===== config.mk =====
export PLATFORM = sky130hd
export DESIGN_NAME = dmi_req_sequencer
export DESIGN_NICKNAME = d
export VERILOG_FILES = /design/src/rtl/dmi_pkg.sv /design/src/rtl/dmi_rr_arb2.sv /design/src/rtl/dmi_req_sequencer.sv
export SDC_FILE = /design/constraint.sdc
export NUM_CORES = 1
export LEC_CHECK = 0
export CAP_MARGIN = 10
export CORE_MARGIN = 2
export CORE_UTILIZATION = 42
export CTS_BUF_LIST = sky130_fd_sc_hd__clkbuf_4
export CTS_CLUSTER_DIAMETER = 100
export DETAILED_ROUTE_END_ITERATION = 7
export PLACE_DENSITY_LB_ADDON = 0.3
export RECOVER_POWER = 100
export SLEW_MARGIN = 20
export SYNTH_ARGS = -nofsm -noshare
export SYNTH_HDL_FRONTEND = slang
export SYNTH_HIERARCHICAL = 1
export SYNTH_SLANG_ARGS = --single-unit

===== constraint.sdc =====
create_clock -name clk -period 1.8 [get_ports clk]
set_input_delay 0.36 -clock clk [delete_from_list [all_inputs] [get_ports clk]]
set_output_delay 0.36 -clock clk [all_outputs]
set_load 0.05 [all_outputs]

===== src/rtl/dmi_pkg.sv =====
// Shared types for the DMI request sequencer.
// States, requester ids and DMI op-status codes.
package dmi_pkg;

  typedef enum logic [1:0] {
    IDLE,
    ISSUE,
    WAIT_RSP,
    RESP
  } dmi_state_e;

  typedef enum logic {
    REQ_JTAG,
    REQ_SEC
  } dmi_req_id_e;

  localparam logic [1:0] DMI_OK   = 2'b00;
  localparam logic [1:0] DMI_FAIL = 2'b10;
  localparam logic [1:0] DMI_BUSY = 2'b11;

  function automatic logic [1:0] jtag_status(
    input logic [1:0] stk,
    input logic [1:0] op
  );
    return (stk != DMI_OK) ? stk : op;
  endfunction

endpackage


===== src/rtl/dmi_rr_arb2.sv =====
// Two-way round-robin arbiter between JTAG and secondary host.
// Pointer names the favoured side and moves only on a grant.
module dmi_rr_arb2
  import dmi_pkg::*;
(
  input  logic        clk,
  input  logic        rst_l,
  input  logic        en_i,
  input  logic        req_j_i,
  input  logic        req_s_i,
  output logic        gnt_o,
  output dmi_req_id_e id_o
);

  dmi_req_id_e ptr_q, ptr_d;

  always_comb begin
    gnt_o = en_i & (req_j_i | req_s_i);
    id_o  = REQ_JTAG;
    unique case (1'b1)
      (req_j_i & req_s_i):  id_o = ptr_q;
      (req_s_i & !req_j_i): id_o = REQ_SEC;
      default:              id_o = REQ_JTAG;
    endcase
    ptr_d = ptr_q;
    if (gnt_o) begin
      ptr_d = (id_o == REQ_JTAG) ? REQ_SEC : REQ_JTAG;
    end
  end

  always_ff @(posedge clk or negedge rst_l) begin
    if (!rst_l) begin
      ptr_q <= REQ_JTAG;
    end else begin
      ptr_q <= ptr_d;
    end
  end

endmodule


===== src/rtl/dmi_req_sequencer.sv =====
// Core-side DMI controller: arbitrates JTAG and a secondary host
// onto one DM port, with timeout and JTAG sticky op-status.
module dmi_req_sequencer
  import dmi_pkg::*;
#(
  parameter int AWIDTH    = 7,
  parameter int TIMEOUT   = 255,
  parameter int IDLE_HINT = 1
) (
  input  logic              clk,
  input  logic              rst_l,
  input  logic              j_wr_en,
  input  logic              j_rd_en,
  input  logic [AWIDTH-1:0] j_addr,
  input  logic [31:0]       j_wdata,
  input  logic              j_dmi_reset,
  input  logic              j_dmi_hard_rst,
  output logic              j_rsp_vld,
  output logic [31:0]       j_rdata,
  output logic [1:0]        j_status,
  output logic [1:0]        dmi_stat,
  output logic [2:0]        idle,
  input  logic              s_req_vld,
  output logic              s_req_rdy,
  input  logic              s_we,
  input  logic [AWIDTH-1:0] s_addr,
  input  logic [31:0]       s_wdata,
  output logic              s_rsp_vld,
  output logic [31:0]       s_rdata,
  output logic [1:0]        s_status,
  output logic              dm_req_vld,
  input  logic              dm_req_rdy,
  output logic              dm_we,
  output logic [AWIDTH-1:0] dm_addr,
  output logic [31:0]       dm_wdata,
  input  logic              dm_rsp_vld,
  input  logic [31:0]       dm_rsp_rdata,
  input  logic              dm_rsp_err,
  output logic              busy
);

  localparam int CW = (TIMEOUT > 0) ? $clog2(TIMEOUT + 1) : 1;
  localparam logic [CW-1:0] CNT_MAX = CW'(TIMEOUT);
  localparam logic [CW-1:0] CNT_END = CW'(TIMEOUT - 1);

  dmi_state_e        state_q, state_d;
  dmi_req_id_e       own_q, own_d;
  logic              req_we_q, req_we_d;
  logic [AWIDTH-1:0] req_addr_q, req_addr_d;
  logic [31:0]       req_wdata_q, req_wdata_d;
  logic              jp_q, jp_d;
  logic              jp_we_q, jp_we_d;
  logic [AWIDTH-1:0] jp_addr_q, jp_addr_d;
  logic [31:0]       jp_wdata_q, jp_wdata_d;
  logic [CW-1:0]     cnt_q, cnt_d;
  logic [1:0]        opst_q, opst_d;
  logic [31:0]       rdata_q, rdata_d;
  logic [1:0]        stk_q, stk_d;
  logic [31:0]       jrd_q, jrd_d;
  logic [1:0]        jst_q, jst_d;

  logic        hard;
  logic        pulse;
  logic        j_busy;
  logic        drop;
  logic        in_fl;
  logic        arb_en;
  logic        gnt;
  dmi_req_id_e gnt_id;
  logic        to_hit;
  logic        j_rsp;
  logic        j_fail;
  logic        s_abort;
  logic [1:0]  j_st_now;

  assign hard   = j_dmi_hard_rst;
  assign pulse  = j_wr_en | j_rd_en;
  assign in_fl  = (state_q != IDLE);
  assign j_busy = jp_q | (in_fl & (own_q == REQ_JTAG));
  assign drop   = pulse & j_busy;
  assign arb_en = (state_q == IDLE) & !hard;
  assign to_hit = (TIMEOUT != 0) && (cnt_q == CNT_END);

  dmi_rr_arb2 u_arb (
    .clk     (clk),
    .rst_l   (rst_l),
    .en_i    (arb_en),
    .req_j_i (jp_q),
    .req_s_i (s_req_vld),
    .gnt_o   (gnt),
    .id_o    (gnt_id)
  );

  always_comb begin
    state_d     = state_q;
    own_d       = own_q;
    req_we_d    = req_we_q;
    req_addr_d  = req_addr_q;
    req_wdata_d = req_wdata_q;
    jp_d        = jp_q;
    jp_we_d     = jp_we_q;
    jp_addr_d   = jp_addr_q;
    jp_wdata_d  = jp_wdata_q;
    cnt_d       = cnt_q;
    opst_d      = opst_q;
    rdata_d     = rdata_q;
    unique case (state_q)
      IDLE: begin
        if (gnt) begin
          state_d = ISSUE;
          own_d   = gnt_id;
          if (gnt_id == REQ_JTAG) begin
            req_we_d    = jp_we_q;
            req_addr_d  = jp_addr_q;
            req_wdata_d = jp_wdata_q;
            jp_d        = 1'b0;
          end else begin
            req_we_d    = s_we;
            req_addr_d  = s_addr;
            req_wdata_d = s_wdata;
          end
        end
      end
      ISSUE: begin
        cnt_d = '0;
        if (dm_req_rdy) begin
          state_d = WAIT_RSP;
        end
      end
      WAIT_RSP: begin
        if (dm_rsp_vld) begin
          state_d = RESP;
          opst_d  = dm_rsp_err ? DMI_FAIL : DMI_OK;
          rdata_d = req_we_q ? '0 : dm_rsp_rdata;
        end else if (to_hit) begin
          state_d = RESP;
          opst_d  = DMI_FAIL;
          rdata_d = '0;
        end else if (cnt_q != CNT_MAX) begin
          cnt_d = cnt_q + 1'b1;
        end
      end
      RESP: begin
        state_d = IDLE;
      end
      default: begin
        state_d = IDLE;
      end
    endcase
    // A pulse only lands when no JTAG op is pending or in flight
    if (pulse && !j_busy) begin
      jp_d       = 1'b1;
      jp_we_d    = j_wr_en;
      jp_addr_d  = j_addr;
      jp_wdata_d = j_wdata;
    end
    if (hard) begin
      state_d = IDLE;
      jp_d    = 1'b0;
    end
  end

  assign j_rsp  = (state_q == RESP) & (own_q == REQ_JTAG) & !hard;
  assign j_fail = j_rsp & (opst_q == DMI_FAIL);

  always_comb begin
    stk_d = stk_q;
    if (hard) begin
      stk_d = DMI_OK;
    end else if (j_fail) begin
      stk_d = (stk_q == DMI_OK || j_dmi_reset) ? DMI_FAIL : stk_q;
    end else if (j_dmi_reset) begin
      stk_d = DMI_OK;
    end else if (drop && stk_q == DMI_OK) begin
      stk_d = DMI_BUSY;
    end
    j_st_now = jtag_status(stk_d, opst_q);
    jrd_d    = j_rsp ? rdata_q : jrd_q;
    jst_d    = j_rsp ? j_st_now : jst_q;
  end

  assign s_abort = hard & in_fl & (own_q == REQ_SEC);

  always_comb begin
    j_rsp_vld = j_rsp;
    j_rdata   = j_rsp ? rdata_q : jrd_q;
    j_status  = j_rsp ? j_st_now : jst_q;
    s_req_rdy = gnt & (gnt_id == REQ_SEC);
    s_rsp_vld = ((state_q == RESP) & (own_q == REQ_SEC)) | s_abort;
    s_rdata   = '0;
    s_status  = DMI_OK;
    if (s_rsp_vld) begin
      s_rdata  = hard ? '0 : rdata_q;
      s_status = hard ? DMI_FAIL : opst_q;
    end
  end

  assign dm_req_vld = (state_q == ISSUE);
  assign dm_we      = req_we_q;
  assign dm_addr    = req_addr_q;
  assign dm_wdata   = req_wdata_q;
  assign busy       = in_fl | jp_q;
  assign dmi_stat   = stk_q;
  assign idle       = 3'(IDLE_HINT);

  always_ff @(posedge clk or negedge rst_l) begin
    if (!rst_l) begin
      state_q     <= IDLE;
      own_q       <= REQ_JTAG;
      req_we_q    <= 1'b0;
      req_addr_q  <= '0;
      req_wdata_q <= '0;
      jp_q        <= 1'b0;
      jp_we_q     <= 1'b0;
      jp_addr_q   <= '0;
      jp_wdata_q  <= '0;
      cnt_q       <= '0;
      opst_q      <= DMI_OK;
      rdata_q     <= '0;
      stk_q       <= DMI_OK;
      jrd_q       <= '0;
      jst_q       <= DMI_OK;
    end else begin
      state_q     <= state_d;
      own_q       <= own_d;
      req_we_q    <= req_we_d;
      req_addr_q  <= req_addr_d;
      req_wdata_q <= req_wdata_d;
      jp_q        <= jp_d;
      jp_we_q     <= jp_we_d;
      jp_addr_q   <= jp_addr_d;
      jp_wdata_q  <= jp_wdata_d;
      cnt_q       <= cnt_d;
      opst_q      <= opst_d;
      rdata_q     <= rdata_d;
      stk_q       <= stk_d;
      jrd_q       <= jrd_d;
      jst_q       <= jst_d;
    end
  end

endmodule

# Word level (Yosys, flattened, before mapping)
# Cells that the tools add are included.
dict set report op_classes {
  add_sub_neg 1
  multipliers 0
  div_mod_pow 0
  magnitude_cmp 0
  n_eq_ne 13
  n_shift 0
  n_mux 38
  bitwise 19
  reduce_logical 19
}
# operator n
set ops {}
lappend ops {{two-way mux 32 bit} 7}
lappend ops {{two-way mux 2 bit} 17}
lappend ops {{two-way mux 8 bit} 3}
lappend ops {{one-hot mux 8 bit (2 select lines)} 1}
lappend ops {{bitwise AND 1 bit} 13}
lappend ops {{adder 8 x 1 -> 8 bit, second input constant} 1}
lappend ops {{equality test 8 bit, second input constant} 1}
lappend ops {{inequality test 8 bit, second input constant} 1}
lappend ops {{one-hot mux 2 bit (4 select lines)} 1}
lappend ops {{nonzero test 2 bit} 4}
lappend ops {{two-way mux 1 bit} 7}
lappend ops {{two-way mux 7 bit} 1}
lappend ops {{equality test 2 bit, second input constant} 3}
lappend ops {{inequality test 2 bit, second input constant} 3}
lappend ops {{inequality test 3 x 2 -> 1 bit, second input constant} 2}
lappend ops {{AND reduction 3 bit} 2}
lappend ops {{nonzero test 3 bit} 2}
lappend ops {{bitwise OR 1 bit} 5}
lappend ops {{logical NOT 2 bit} 2}
lappend ops {{inequality test 4 bit, second input constant} 1}
lappend ops {{AND reduction 2 bit} 2}
lappend ops {{AND reduction 4 bit} 1}
lappend ops {{logical NOT 1 bit} 3}
lappend ops {{inequality test 3 bit, second input constant} 1}
lappend ops {{other kinds (5)} 6}
dict set report word_totals {
  reg_bits 163
  latch_bits 0
  ramBits 0
  rom_bits 0
  in_bits 121
  out_inout_bits 118
  elab_cells 106
  memories 0
}

# Logic depth before layout (Yosys ltp)
# Gate-level depths: netlist of the first run.
dict set report logic_depth {
  word_depth 12
  ltp_mapped 10
  ltp_nobuf 9
}

# Modules after synthesis
# The synthesis of the first run kept the hierarchy.
# mod n_inst cells_per_inst area_per_inst_um2 seq_area_each_um2
set by_module_without_submodules {}
lappend by_module_without_submodules {dmi_req_sequencer 1 553 6875.3 4028.9}
lappend by_module_without_submodules {dmi_rr_arb2 1 6 55.1 25.0}

# Worst setup path before layout of the first run
# OpenSTA, ideal clock, no wires.
dict set report synth_timing {
  path_type {register -> output}
  start {register state_q[0]}
  end {output j_status[0]}
  arrival_time_ns 2.465
  t_required_ns 1.440
  setup_slack_ns -1.025
  stages_incl_launch_ff 7
  path_buffers 0
  path_cell_list {dfrtp_1 > inv_1 > ha_1 > o21ba_2 > nor4_1 > nor3b_1 > a211oi_1}
}
dict set report synth_between {
  elab_chain_len 12
  elab_cells_between_ends 16
  cone_classes {eq/ne (1); mux (6); bitwise (6); reduce/logical (3)}
}
# element line_no
set synth_rtl {}
lappend synth_rtl {{start: declaration} dmi_req_sequencer.sv:46} ;# dmi_state_e state_q, state_d;
lappend synth_rtl {{start signal: assignment} dmi_req_sequencer.sv:224} ;# state_q <= state_d;
lappend synth_rtl {{nonzero test 2 bit} dmi_req_sequencer.sv:78} ;# assign in_fl = (state_q != IDLE);
lappend synth_rtl {{bitwise AND 1 bit} dmi_req_sequencer.sv:79} ;# assign j_busy = jp_q | (in_fl & (own_q == REQ_JTAG));
lappend synth_rtl {{bitwise OR 1 bit} dmi_req_sequencer.sv:79}
lappend synth_rtl {{bitwise AND 1 bit} dmi_req_sequencer.sv:80} ;# assign drop = pulse & j_busy;
lappend synth_rtl {{logical AND 1 bit} dmi_req_sequencer.sv:174} ;# end else if (drop && stk_q == DMI_OK) begin
lappend synth_rtl {{two-way mux 2 bit} dmi_req_sequencer.sv:174}
lappend synth_rtl {{two-way mux 2 bit} dmi_req_sequencer.sv:172} ;# end else if (j_dmi_reset) begin
lappend synth_rtl {{two-way mux 2 bit} dmi_req_sequencer.sv:170} ;# end else if (j_fail) begin
lappend synth_rtl {{two-way mux 2 bit} dmi_req_sequencer.sv:168} ;# if (hard) begin
lappend synth_rtl {{nonzero test 2 bit} dmi_pkg.sv:25} ;# return (stk != DMI_OK) ? stk : op;
lappend synth_rtl {{two-way mux 2 bit} dmi_pkg.sv:25}
lappend synth_rtl {{two-way mux 2 bit *} dmi_req_sequencer.sv:187} ;# j_status = j_rsp ? j_st_now : jst_q;
lappend synth_rtl {{end: declaration} dmi_req_sequencer.sv:20} ;# output logic [1:0] j_status,
# Every way passes the cells marked *; elsewhere a longest branch is shown, timed or not.

# Worst setup path after layout of the first run
dict set report layout_timing {
  start {register state_q[1]}
  end {output j_status[0]}
}
# The elaborated chain is that of the path after synthesis.

==> flow_metrics.env, run 1 <==
export IMPL_finalMaxSlewViolations=0
export IMPL_hold_viol_final=0
export IMPL_grt_pass1_wl_um=33600
export IMPL_cts_sinks=162
export IMPL_fin_nets=1024
export IMPL_cts_htree_levels=4
export IMPL_setup_viol=168
export IMPL_drcViolationCount=0
export IMPL_die_y_um=132
export IMPL_rsz0062_at_grt="true"
export IMPL_antenna_found_initial=0
export IMPL_rows=46
export IMPL_start_util_pct=43.3
export IMPL_max_vdd_ir_drop_mv=1.32
export IMPL_fmax_ghz=0.355
export IMPL_via_count=6004
export IMPL_synth_common_cells="162 x dfrtp_1, 69 x mux2_2, 61 x nor2_1, 46 x a21oi_1, 42 x mux2i_1"
export IMPL_yosysUniqueCellTypes=46
export IMPL_rrSetupSlack_ns=-0.48
export IMPL_yosysTopAreaCell="dfrtp_1"
export IMPL_clock_latency_ns=0.58
export IMPL_yosysTopAreaCellShare_pct=58.5
export IMPL_chipWidth_um=132
export IMPL_avgSynthCellArea_um2=12.4
export IMPL_grt_overflow=0
export IMPL_synthTopCellsByArea="dfrtp_1 58%, mux2_2 11%, mux2i_1 6.1%, a22o_1 4.2%, a21oi_1 3.3%"
export IMPL_grt_max_degree=51
export IMPL_worstMarginPinSlew_ns=1.41
export IMPL_setup_slack_ns=-1.02
export IMPL_pre_cts_ws_ns=-0.706
export IMPL_p_per_area_mw_per_mm2=1570
export IMPL_drt_iter0_markers=208
export IMPL_critPathBufInv=4
export IMPL_placed_cells=1020
export IMPL_ys_ff_latch=162
export IMPL_dp_hpwl_um=13900
export IMPL_synthesis_instances=559
export IMPL_hold_class="in -> reg"
export IMPL_cts_root_buf="clkbuf_4"
export IMPL_portBuffers=234
export IMPL_synth_ff_type="dfrtp_1"
export IMPL_crit_type="reg -> out"
export IMPL_core_area_mm2=0.0160
export IMPL_yosys_warnings=6
export IMPL_fin_total_pwr_uw=19600
export IMPL_period_share_pct=156
export IMPL_crit_chain="ha_2 > nor3b_4 > buf_12 > buf_12 > nor3b_2 > buf_4 > a211oi_4 > buf_6"
export IMPL_grt_usage_pct=24.6
export IMPL_cpMostUsedCell="buf_12"
export IMPL_layout_drive_gt1_share_pct=52.0
export IMPL_max_cap_viol_count=0
export IMPL_grt_pass1_vias=6170
export IMPL_post_route_util_pct=78.2
export IMPL_ys_seq_area_share_pct=58.5
export IMPL_cts_tree="done"
export IMPL_first_pass_iters=4
export IMPL_cts_buffer_depth=2
export IMPL_synth_edf_count=0
export IMPL_vias_per_cell=5.33
export IMPL_cpPeakStageDelay_ns=0.45
export IMPL_wirelength_um=26000
export IMPL_critPathArrivalTime_ns=2.46
export IMPL_crit_family="buffers and inverters"
export IMPL_ios=239
export IMPL_async_flop_share_pct=100
export IMPL_skew_ns=0.0251
export IMPL_critPathMaxFanout=8
export IMPL_syn_to_final_growth_pct=80.4
export IMPL_num_antenna_cells=0
export IMPL_max_slew_margin_pct=6.18
export IMPL_critPathCaptureType="output port"
export IMPL_postRouteAntennaNets=0
export IMPL_failed_checks="negative setup slack"
export IMPL_status="finished with violations"
export IMPL_n_fill_cell=882
export IMPL_crit_path_start_kind="flop"
export IMPL_cts_buffers=17
export IMPL_finalCriticalPeriod_ns=2.82
export IMPL_final_cells=1126
export IMPL_p_leak_uw=0.00568
export IMPL_synth_area_mm2=0.00693
export IMPL_clk_pin_slew_ns=0.16
export IMPL_die_area_mm2=0.0175
export IMPL_wire_per_inst_um=23.1
export IMPL_slowest_stage="dfrtp_1"
export IMPL_required_ns=1.44
export IMPL_place_congestion=0.835
export IMPL_yosysMostFrequentCell="dfrtp_1"
[where the power goes]
group	leakage [µW]	internal, µW	switching, µW
clock	0.000129	555	1410
combinational	0.00353	5500	5870
sequential	0.00202	5050	1230
[repair_timing]
item / in CTS / in global routing
hold endpoints to repair: 44 / 0
gates cloned: 11 / 13
buffers inserted: 21 / 36
resized for setup: 80 / 192
hold buffers: 1 / 0
pin swaps: 4 / 16
setup endpoints to repair: 153 / 162
[per-stage QoR]
stage / hold slack [ns] / instance area, µm² / setup TNS [ns]
6_report: 0.381 / 12500 / -85.40
4_1_cts: 0.288 / 11300 / -88.74
5_1_grt: 0.336 / 12500 / -98.11
3_3_place_gp: 0.362 / 10300 / -61.62
3_5_place_dp: 0.367 / 10300 / -71.76
2_1_floorplan: 0.0644 / 7190 / -3.87
[layout by cell type, fill, tap and decap left out, drive strengths merged, types with 2 or more instances in the layout]
cell type and instances:
a21oi 46, a22o 33, a31oi 2, and2 37, buf 218, clkbuf 30, clkdlybuf4s50 119, clkinv 10
clkinvlp 2, conb 4, dfrtp 162, ha 6, inv 13, mux2 72, mux2i 42, nand2 7
nand2b 4, nand3 4, nand4 2, nor2 61, nor2b 2, nor3 2, nor3b 2, o211ai 2
o21ai 5, xor2 3
[worst reg2reg max path, cell delays in order, from the launching register on]
cell     delay (ns)
dfrtp_1        0.45
inv_2          0.10
ha_4           0.15
buf_6          0.11
buf_6          0.10
buf_6          0.09
inv_4          0.03
nor2_4         0.10
o21a_1         0.15
buf_4          0.11
buf_6          0.12
o22ai_4        0.09
or3b_1         0.43
a21oi_2        0.18
[state kept, by name (all words and copies together), names as in the netlist, 2 cells and up]
name / cells
state_q: 2
dm_wdata: 32
cnt_q: 8
jrd_q: 32
jp_addr_q: 7
dm_addr: 7
jst_q: 2
jp_wdata_q: 32
rdata_q: 32
dmi_stat: 2
[cell type report]
cell class	count	area, µm²	area share [%]
clock inverter	15	110	0.881
sequential	162	4050	32.4
inverter	10	42.5	0.340
timing repair buffer	351	4330	34.7
multi-input combinational	355	3570	28.5
tap	216	270	2.16
clock buffer	17	128	1.02
[per-layer routing]
| metal | vias to the layer above | part of all wire (%) | global-route usage (%) |
|---|---|---|---|
| met4 | 0 | 2.1 | 6.57 |
| met2 | 245 | 54 | 42.7 |
| met3 | 42 | 6.2 | 8.20 |
| li1 | 2636 | - | - |
| met5 | - | 0 | 0 |
| met1 | 3081 | 38 | 29.3 |
[kinds of logic after synthesis]
logic type,count (synthesis),synth area share (%)
and+or+nand+nor,125,9.12
buffers and inverters,46,3.21
xor gates and xnor gates,4,0.506
DFF,162,58.5
AOI/OAI and AO/OA,100,9.71
muxes,114,17.8
adders and majority gates,6,1.08
other,2,0.108
[path summary, 6_finish.rpt]
check                       startpoint              to  cells after the start
max in group asynchronous        rst_l    jp_addr_q[0]                      3
max                         state_q[1]     j_status[0]                      8
max reg2reg                 state_q[1]      state_q[1]                     13
min                        j_wdata[23]  jp_wdata_q[23]                      2
min reg2reg                  jrd_q[25]       jrd_q[25]                      1
min in group asynchronous        rst_l       jrd_q[31]                      2
Note: power is estimated with default switching activity, not from simulation.
==> run 2, diff against run 1 <==
--- a/config.mk
+++ b/config.mk
@@ -11,6 +11,7 @@
 export CTS_BUF_LIST = sky130_fd_sc_hd__clkbuf_4
 export CTS_CLUSTER_DIAMETER = 100
 export DETAILED_ROUTE_END_ITERATION = 7
+export GPL_ROUTABILITY_DRIVEN = 0
 export PLACE_DENSITY_LB_ADDON = 0.3
 export RECOVER_POWER = 100
 export SLEW_MARGIN = 20
==> results of run 2 <==
The final DEF is identical to that of run 1; final timing and power are the same.
==> run 3, diff against run 2 <==
--- a/config.mk
+++ b/config.mk
@@ -6,6 +6,7 @@
 export NUM_CORES = 1
 export LEC_CHECK = 0
 export CAP_MARGIN = 10
+export CORE_ASPECT_RATIO = 1.1
 export CORE_MARGIN = 2
 export CORE_UTILIZATION = 42
 export CTS_BUF_LIST = sky130_fd_sc_hd__clkbuf_4
@@ -14,6 +15,7 @@
 export GPL_ROUTABILITY_DRIVEN = 0
 export PLACE_DENSITY_LB_ADDON = 0.3
 export RECOVER_POWER = 100
+export SETUP_SLACK_MARGIN = 0.2
 export SLEW_MARGIN = 20
 export SYNTH_ARGS = -nofsm -noshare
 export SYNTH_HDL_FRONTEND = slang
==> run 3 against run 2 <==
The flow still finishes with violations (negative setup slack). Maximum frequency increased by 2.6%. Flip-flop and latch count unchanged. Via count decreased by 0.52%. Register-to-register slack got worse by 0.06 ns. Clock power increased by 22%. Worst setup slack improved by 0.071 ns. Non-clock buffer count decreased by 8. First-iteration DRC count increased by 46%.
==> flow_metrics.env, run 3 (same netlist as run 1, synthesis figures left out) <==
export IMPL_p_leak_uw=0.00562
export IMPL_syn_to_final_growth_pct=78.8
export IMPL_rrSetupSlack_ns=-0.54
export IMPL_fmax_ghz=0.364
export IMPL_num_antenna_cells=0
export IMPL_crit_type="reg -> out"
export IMPL_wire_per_inst_um=22.7
export IMPL_grt_overflow=0
export IMPL_core_area_mm2=0.0162
export IMPL_cpMostUsedCell="buf_6"
export IMPL_layout_drive_gt1_share_pct=51.7
export IMPL_setup_viol=161
export IMPL_first_pass_iters=4
export IMPL_place_area_mm2=0.0102
export IMPL_min_to="opst_q[1]"
export IMPL_crit_family="buffers and inverters"
export IMPL_max_slew_margin_pct=8.22
export IMPL_mostFrequentLayoutCells="162 x dfrtp_1, 119 x clkdlybuf4s50_1, 69 x mux2_4"
export IMPL_slowest_stage="dfrtp_1"
export IMPL_grt_usage_pct=25.1
export IMPL_final_common_cell="dfrtp_1"
export IMPL_cts_htree_levels=4
export IMPL_wirelength_um=25100
export IMPL_vias_per_cell=5.41
export IMPL_dp_hpwl_um=13800
export IMPL_start_util_pct=42.7
export IMPL_clk_pin_slew_ns=0.15
export IMPL_regToRegStartpoint="state_q[0]"
export IMPL_antenna_found_initial=0
export IMPL_chipWidth_um=126
export IMPL_cpPeakStageDelay_ns=0.45
export IMPL_cts_buffers=17
export IMPL_cts_root_buf="clkbuf_4"
export IMPL_holdPathStages=3
export IMPL_crit_chain="ha_2 > nor3b_4 > buf_6 > buf_6 > nor3b_2 > buf_4 > a211oi_4 > buf_6"
export IMPL_rows=49
export IMPL_max_vdd_ir_drop_mv=1.17
export IMPL_hp_start="dm_rsp_err"
export IMPL_worstMarginPinSlew_ns=1.38
export IMPL_postRouteAntennaNets=0
export IMPL_skew_ns=0.0240
export IMPL_grt_pass1_wl_um=34200
export IMPL_critPathArrivalTime_ns=2.38
export IMPL_required_ns=1.44
export IMPL_cts_buffer_depth=2
export IMPL_cts_sinks=162
export IMPL_portBuffers=234
export IMPL_critPathMaxFanout=7
export IMPL_hold_viol_final=0
export IMPL_crit_path_start_kind="flop"
export IMPL_die_area_mm2=0.0175
export IMPL_fin_total_pwr_uw=20200
export IMPL_grt_max_degree=56
export IMPL_failed_checks="negative setup slack"
export IMPL_via_count=5973
export IMPL_drcViolationCount=0
export IMPL_grt_pass1_vias=6085
export IMPL_drt_iter0_markers=303
export IMPL_clock_latency_ns=0.59
export IMPL_finalMaxSlewViolations=0
export IMPL_period_share_pct=152
export IMPL_die_y_um=139
export IMPL_rsz0062_at_grt="true"
export IMPL_cts_tree="done"
export IMPL_pre_cts_ws_ns=-0.604
export IMPL_rr_endpoint="jst_q[1]"
export IMPL_critPathCaptureType="output port"
export IMPL_ios=239
export IMPL_hold_class="in -> reg"
export IMPL_status="finished with violations"
export IMPL_critPathBufInv=4
export IMPL_design_area_mm2=0.0124
export IMPL_max_cap_viol_count=0
export IMPL_fin_nets=1015
export IMPL_finalCriticalPeriod_ns=2.74
export IMPL_setup_slack_ns=-0.945
export IMPL_reg2reg_depth=13
export IMPL_p_per_area_mw_per_mm2=1630
export IMPL_worst_path_stages=8
[run 3: changes by cell type in the layout (fill, tap and decap cells not counted), moves of 4 or more]
cell | previous run | this run
buf_4 | 88 | 45
clkbuf_2 | 1 | 30
buf_6 | 41 | 62
buf_8 | 22 | 13
buf_12 | 58 | 51
a21oi_2 | 40 | 36
[run 3: what timing repair did]
| action | CTS | global route |
|---|---|---|
| resized for setup | 96 | 182 |
| hold buffers | 1 | 0 |
| setup endpoints to repair | 227 | 265 |
| buffers inserted | 22 | 27 |
| cloned | 14 | 8 |
| pin swaps | 15 | 11 |
| endpoints found under the hold margin | 152 | 0 |
[run 3: layout make-up]
type	count	area [µm²]
Clock buffer	17	128
Sequential cell	162	4050
Clock inverter	14	179
Fill cell	938	3850
Timing Repair Buffer	343	4160
Multi-Input combinational cell	354	3580
Tap cell	204	255
Inverter	10	40.0
[run 3: how the worst max path moves through the flow]
stage | start | to | slack [ns]
floorplan | state_q[0] | j_status[1] | -0.29
global placement | j_dmi_hard_rst | j_rdata[3] | -0.55
detailed placement | j_dmi_hard_rst | j_status[0] | -0.60
CTS | state_q[0] | j_status[0] | -0.93
global route | state_q[1] | j_status[1] | -1.06
finish | state_q[0] | j_status[0] | -0.94
[run 3: worst reg2reg max path, stage by stage (launching register included)]
cell and delay, ns:
dfrtp_1 0.44, ha_2 0.21, nor3b_4 0.23, buf_6 0.21
buf_6 0.11, buf_4 0.13, a31oi_4 0.11, buf_4 0.15
buf_6 0.11, buf_6 0.10, buf_6 0.10, buf_6 0.11
buf_6 0.11, buf_6 0.10
[run 3: layer usage]
metal,global-route usage [%],up-vias,wire (µm)
met5,0,-,0
met4,8.50,0,1030
met3,7.72,64,1650
met2,44.4,248,13400
met1,28.7,3046,9040
li1,-,2615,-
[run 3: power breakdown]
part	switching (µW)	total, µW	leakage, µW	internal (µW)
clock network	1420	2400	0.000156	977
registers	1230	6280	0.00202	5050
logic	5960	11500	0.00344	5540
[run 3: stage by stage]
step | hold WS [ns] | TNS, ns | utilization, % | std cells
2_1_floorplan | 0.0644 | -6.17 | - | 561
3_3_place_gp | 0.244 | -59.22 | 62.6 | 1001
3_5_place_dp | 0.247 | -68.39 | 62.6 | 1001
4_1_cts | 0.172 | -69.01 | 70.1 | 1069
5_1_grt | 0.325 | -107.30 | 76.3 | 1104
6_report | 0.332 | -84.12 | 76.3 | 1104
